File: src/rtl/time_counter_bcd.sv
// rtl/time_counter_bcd.sv - HH:MM:SS BCD time counter with prescaler and set-mode buttons
module time_counter_bcd #(
  parameter int CLK_FREQ = 50000000
) (
  input  logic       clk,
  input  logic       rst_n,
  input  logic       run_en,
  input  logic       set_mode,
  input  logic       btn_hour,
  input  logic       btn_min,
  output logic [3:0] hour_tens,
  output logic [3:0] hour_units,
  output logic [3:0] min_tens,
  output logic [3:0] min_units,
  output logic [3:0] sec_tens,
  output logic [3:0] sec_units,
  output logic       sec_tick
);

  localparam int PW = (CLK_FREQ > 2) ? $clog2(CLK_FREQ) : 1;
  localparam logic [PW-1:0] PRESC_MAX = PW'(CLK_FREQ - 1);

  logic [PW-1:0] presc;
  logic [1:0]    hour_sync, min_sync;
  logic          hour_prev, min_prev;
  logic          hour_pulse, min_pulse;
  logic          advance;
  logic          sec_wrap, min_wrap, hour_wrap;
  logic [3:0]    su_inc, st_inc, mu_inc, mt_inc, hu_inc, ht_inc;
  logic [3:0]    su_n, st_n, mu_n, mt_n, hu_n, ht_n;

  // Two-flop synchronizers plus a delayed copy for rising-edge detection.
  always_ff @(posedge clk or negedge rst_n) begin
    if (!rst_n) begin
      hour_sync <= 2'b00;
      min_sync  <= 2'b00;
      hour_prev <= 1'b0;
      min_prev  <= 1'b0;
    end else begin
      hour_sync <= {hour_sync[0], btn_hour};
      min_sync  <= {min_sync[0], btn_min};
      hour_prev <= hour_sync[1];
      min_prev  <= min_sync[1];
    end
  end

  assign hour_pulse = hour_sync[1] & ~hour_prev;
  assign min_pulse  = min_sync[1] & ~min_prev;

  assign advance = run_en & ~set_mode & (presc == PRESC_MAX);

  always_ff @(posedge clk or negedge rst_n) begin
    if (!rst_n) begin
      presc    <= '0;
      sec_tick <= 1'b0;
    end else begin
      sec_tick <= advance;
      if (set_mode)
        presc <= '0;
      else if (run_en)
        presc <= (presc == PRESC_MAX) ? '0 : presc + 1'b1;
    end
  end

  assign sec_wrap  = (sec_tens == 4'd5) && (sec_units == 4'd9);
  assign min_wrap  = (min_tens == 4'd5) && (min_units == 4'd9);
  assign hour_wrap = (hour_tens == 4'd2) && (hour_units == 4'd3);

  assign su_inc = (sec_units == 4'd9) ? 4'd0 : sec_units + 4'd1;
  assign st_inc = (sec_units != 4'd9) ? sec_tens : (sec_tens == 4'd5) ? 4'd0 : sec_tens + 4'd1;
  assign mu_inc = (min_units == 4'd9) ? 4'd0 : min_units + 4'd1;
  assign mt_inc = (min_units != 4'd9) ? min_tens : (min_tens == 4'd5) ? 4'd0 : min_tens + 4'd1;
  assign hu_inc = (hour_wrap || hour_units == 4'd9) ? 4'd0 : hour_units + 4'd1;
  assign ht_inc = hour_wrap ? 4'd0 : (hour_units == 4'd9) ? hour_tens + 4'd1 : hour_tens;

  // Whole cascade resolves combinationally so 23:59:59 -> 00:00:00 lands on one edge.
  always_comb begin
    su_n = sec_units;
    st_n = sec_tens;
    mu_n = min_units;
    mt_n = min_tens;
    hu_n = hour_units;
    ht_n = hour_tens;
    if (set_mode) begin
      su_n = 4'd0;
      st_n = 4'd0;
      if (min_pulse) begin
        mu_n = mu_inc;
        mt_n = mt_inc;
      end
      if (hour_pulse) begin
        hu_n = hu_inc;
        ht_n = ht_inc;
      end
    end else if (advance) begin
      su_n = su_inc;
      st_n = st_inc;
      if (sec_wrap) begin
        mu_n = mu_inc;
        mt_n = mt_inc;
        if (min_wrap) begin
          hu_n = hu_inc;
          ht_n = ht_inc;
        end
      end
    end
  end

  always_ff @(posedge clk or negedge rst_n) begin
    if (!rst_n) begin
      sec_units  <= 4'd0;
      sec_tens   <= 4'd0;
      min_units  <= 4'd0;
      min_tens   <= 4'd0;
      hour_units <= 4'd0;
      hour_tens  <= 4'd0;
    end else begin
      sec_units  <= su_n;
      sec_tens   <= st_n;
      min_units  <= mu_n;
      min_tens   <= mt_n;
      hour_units <= hu_n;
      hour_tens  <= ht_n;
    end
  end

endmodule

File: config.mk
export PLATFORM = sky130hd
export DESIGN_NAME = time_counter_bcd
export DESIGN_NICKNAME = d
export VERILOG_FILES = /design/src/rtl/time_counter_bcd.sv
export SDC_FILE = /design/constraint.sdc
export NUM_CORES = 1
export LEC_CHECK = 0
export ABC_AREA = 1
export ABC_CLOCK_PERIOD_IN_PS = 3200
export CORE_MARGIN = 2
export CORE_UTILIZATION = 60
export DETAILED_ROUTE_END_ITERATION = 16
export HOLD_SLACK_MARGIN = 0.1
export PLACE_DENSITY_LB_ADDON = 0.15
export SYNTH_ARGS = -nofsm -noshare
export SYNTH_HDL_FRONTEND = slang
export SYNTH_SLANG_ARGS = --single-unit
File: constraint.sdc
create_clock -name clk -period 3.2 [get_ports clk]
set_input_delay 0.96 -clock clk [delete_from_list [all_inputs] [get_ports clk]]
set_output_delay 0.96 -clock clk [all_outputs]
set_load 0.1 [all_outputs]
==> implementation parameters <==
Parameter                              Value

Outcome
  Outcome    completed

Logic synthesis
  Share of synthesized area occupied by flip-flops and latches    roughly two fifths
  Cell type contributing the most total cell area after synthesis    dfrtp_1
  Syn Nets    479
  Mapped cell area    3470 um^2
  Distinct cell type count of the synthesized netlist    36
  Fraction of synthesized cell area taken by the top area cell type    approximately two fifths
  Yosys Warn Count    0
  Average instance area after synthesis    ~7.5 um^2
  Seq cells post-synth    57
  Number of instances in the synthesized netlist    464
  Synth top area cells    dfrtp_1, nand2_1, nand3_1

Clock network
  Clock transition at the register clock pins on the worst setup and hold paths after CTS    0.07 ns
  Number of hold-repair buffers added at the cts stage    0
  Total CTS buffers    9
  Maximum level of the CTS H-tree    3
  Latest clock arrival within the worst-skew pair    0.34 ns
  Setup bufs post-CTS    0
  Sink count of the clock tree    57
  Cells resized by post-CTS repair    0
  Clk root buf    clkbuf_8
  Maximum number of buffers from clock root to sink    2
  TritonCTS clock tree    yes

Floorplan
  Die outline area    around 6400 um^2
  DIE WIDTH    about 80 um
  Die span in y    80.1 um
  Area of the core region    5540 um^2
  Initial core utilization    62.6%
  Number of I/O pins    31
  Number of rows created at floorplan    27

Place
  Half-perimeter wire length of the detailed placement result    around 5600 um
  IO Port Bufs    30
  Post-detailed-placement cell area    3740 um^2
  Weighted congestion at the end of routability-driven global placement    between 0.9 and 1

Worst setup path
  Internal reg-to-reg setup slack    1.13 ns
  Reg2reg start    presc[0]$_DFFE_PN0P_
  Largest fanout on the critical path    8
  Worst Path Buf+Inv    3
  Startpoint Class    primary input
  Number of cells on the worst reg-to-reg path    10
  Setup CP Type    primary input to flop
  CP max stage delay    0.63 ns
  Crit. End Element    flop
  Critical register-to-register path endpoint    presc[20]$_DFFE_PN0P_
  Critical path startpoint    set_mode
  Data required time at the worst endpoint    3.41 ns
  Slowest stage cell, crit path    clkdlybuf4s50_1
  Crit path arrival time    2.75 ns
  CP Cell Sequence    clkdlybuf4s50_1, inv_2, nand2_1, inv_1, nor2_2, nand2_1, a21oi_2, nand2_1, nand2_1, nand2_1
  Top Family by Delay on Critical Path    buffers and inverters
  Crit-path most repeated cell    nand2_1

Route
  Count of TritonRoute iterations in the first routing pass    5
  Count of vias placed by the detailed router    3248
  Mean routed wirelength per cell    13.7 um
  Violation count after the first detailed-routing iteration    270
  Number of routed nets with antenna violations    0
  Total wire length    a little under 8000 um
  Via density per instance    between 5 and 6
  Post-route DRC violation count    0

Timing
  Maximum clock frequency    394 MHz
  Worst clock skew    between 0.008 and 0.009 ns
  Setup Viol. Count Final    0
  Tightest Pin Transition    0.440 ns
  Final Hold Fails    0
  Period utilisation layout    about 80%
  Worst hold slack    0.350 ns
  Min Tclk post-route    2.54 ns
  Sum of negative setup slack    0 ns
  Setup repair after global routing missed its margin    no
  Max Slew Vio Count    0
  Worst rel slew slack    70.4%

Global routing
  Global-route wire length before repair    approximately 13000 um
  GRT Util Overall    27.1%
  Initial antenna violation count    0
  Largest net degree at the start of global routing    34
  Number of global-route vias before repair    2907
  Total congestion overflow after global routing    0

Power
  Power density of the placed cells    575 nW/um^2
  Leakage    1.93 nW
  Power, Total    2.30 mW
  Peak ir drop on the vdd network    487 uV

Hold path
  Worst hold start    hour_sync[0]$_DFF_PN0_
  Worst Hold Class    flop to flop
  Number of cells on the worst hold path    0
  Endpoint of the worst hold path    hour_sync[1]$_DFF_PN0_

Job
  Max-capacitance violation count    0

Layout
  Area occupied by registers    1430 um^2
  NumNets Final    516
  Area of the multi-input gates    1760 um^2
  Number of antenna cells inserted    0
  Area overhead of the layout relative to synthesis    15.4%
  Core occupancy in the finished layout    roughly 72%
  Fill cell instance count of the final layout    462
  Post-route cell area    approximately 4000 um^2
  Share of final-layout standard cells stronger than drive strength 1    13.8%
-- flip-flops by register name (all words and copies together), names as in the netlist --
name,flops
presc,26
hour_tens,4
hour_units,4
min_tens,4
min_units,4
sec_tens,4
sec_units,4
hour_sync,2
min_sync,2
hour_prev,1
min_prev,1
sec_tick,1
-- layout by cell type, fill, tap and decap left out, types with 3 or more instances in the layout --
cell and n:
nand2_4 3, xor2_1 13, nor3_1 16, inv_1 53, nor2_1 44, nand2_2 7
clkdlybuf4s50_1 4, or2_2 3, o21bai_1 3, o21ai_0 24, bufinv_16 4, buf_4 29
inv_2 3, clkbuf_8 9, nand3_1 47, dfrtp_1 57, o22ai_1 5, ha_1 9
a21oi_1 4, xnor2_1 4, nand4_1 14, nand2_1 129, nor2_2 3
-- worst reg2reg max path, cell delays in order, from the launching register on --
cell and delay (ns):
dfrtp_1 0.40, ha_1 0.23, nand2_2 0.12, nor2_8 0.18, nand2_2 0.08, nor2_2 0.12, nand2_1 0.07, nand2_1 0.30
inv_2 0.23, nand3_1 0.14, o21ai_0 0.09
-- report_power, final --
group          switching (mW)  internal (mW)  leakage (nW)
logic                   0.455          0.124          1.04
registers              0.0646          0.769         0.769
clock network           0.294          0.597         0.124
-- per-stage QoR --
stage / std cells / setup slack [ns]
CTS: 578 / 0.711
finish: 578 / 0.662
floorplan: 464 / 0.905
global route: 578 / 0.454
detailed placement: 562 / 0.413
global placement: 562 / 0.473
-- routing by layer --
layer  vias up  wire (um)  track usage (%)
met1      1526       3610             39.1
met4         0        186             12.5
li1       1575          -                -
met3        19        519             4.61
met5         -          0                0
met2       128       3610             39.9
-- cell type report --
cell class | count | share of cell area [%]
clock buffers | 11 | 3.28
well taps | 72 | 2.25
inverters | 56 | 5.25
clock inverters | 5 | 3.19
multi-input cells | 343 | 43.8
flip-flops and latches | 57 | 35.6
repair buffers | 34 | 6.56
-- logic make-up (layout without fill, tap and decap cells) --
| logic type | after synthesis | in the layout | share of synthesized area (%) |
|---|---|---|---|
| buffers and inverters | 64 | 106 | 8.33 |
| adder cells (fa/ha/maj) | 9 | 9 | 3.24 |
| XOR/XNOR | 17 | 17 | 4.29 |
| AND/OR/NAND/NOR | 276 | 276 | 36.4 |
| AO/OA/AOI/OAI | 41 | 41 | 6.60 |
| flip-flops | 57 | 57 | 41.1 |
-- cells in the mapped netlist --
cell type	number
o21ai_0	24
xor2_1	13
inv_1	53
nor2_2	3
o22ai_1	5
nand3_2	2
nand3_1	47
nor3_1	16
nand2_1	129
o21bai_1	3
and2_1	1
nor2_1	44
o21ai_1	2
buf_12	1
nand4_1	14
ha_1	9
or2_2	3
nor3b_1	1
o21ai_2	1
nor4_1	1
inv_2	3
xnor2_1	4
nand3b_1	2
buf_8	1
a21oi_1	4
nor2_8	1
a21oi_2	1
clkbuf_1	1
dfrtp_1	57
clkbuf_4	1
a21boi_0	1
buf_6	2
nand2_4	3
nor2_4	2
buf_2	2
nand2_2	7
-- worst max path at each step --
stage                                    end  slack, ns  cells after the start
global route        hour_tens[2]$_DFFE_PN0P_       0.45                     10
detailed placement  hour_tens[0]$_DFFE_PN0P_       0.41                     10
global placement       presc[19]$_DFFE_PN0P_       0.47                      6
floorplan           hour_tens[0]$_DFFE_PN0P_       0.91                     10
CTS                 hour_tens[2]$_DFFE_PN0P_       0.71                     10
finish              hour_tens[2]$_DFFE_PN0P_       0.66                     10
No activity file was read; power rests on OpenSTA's default activity.
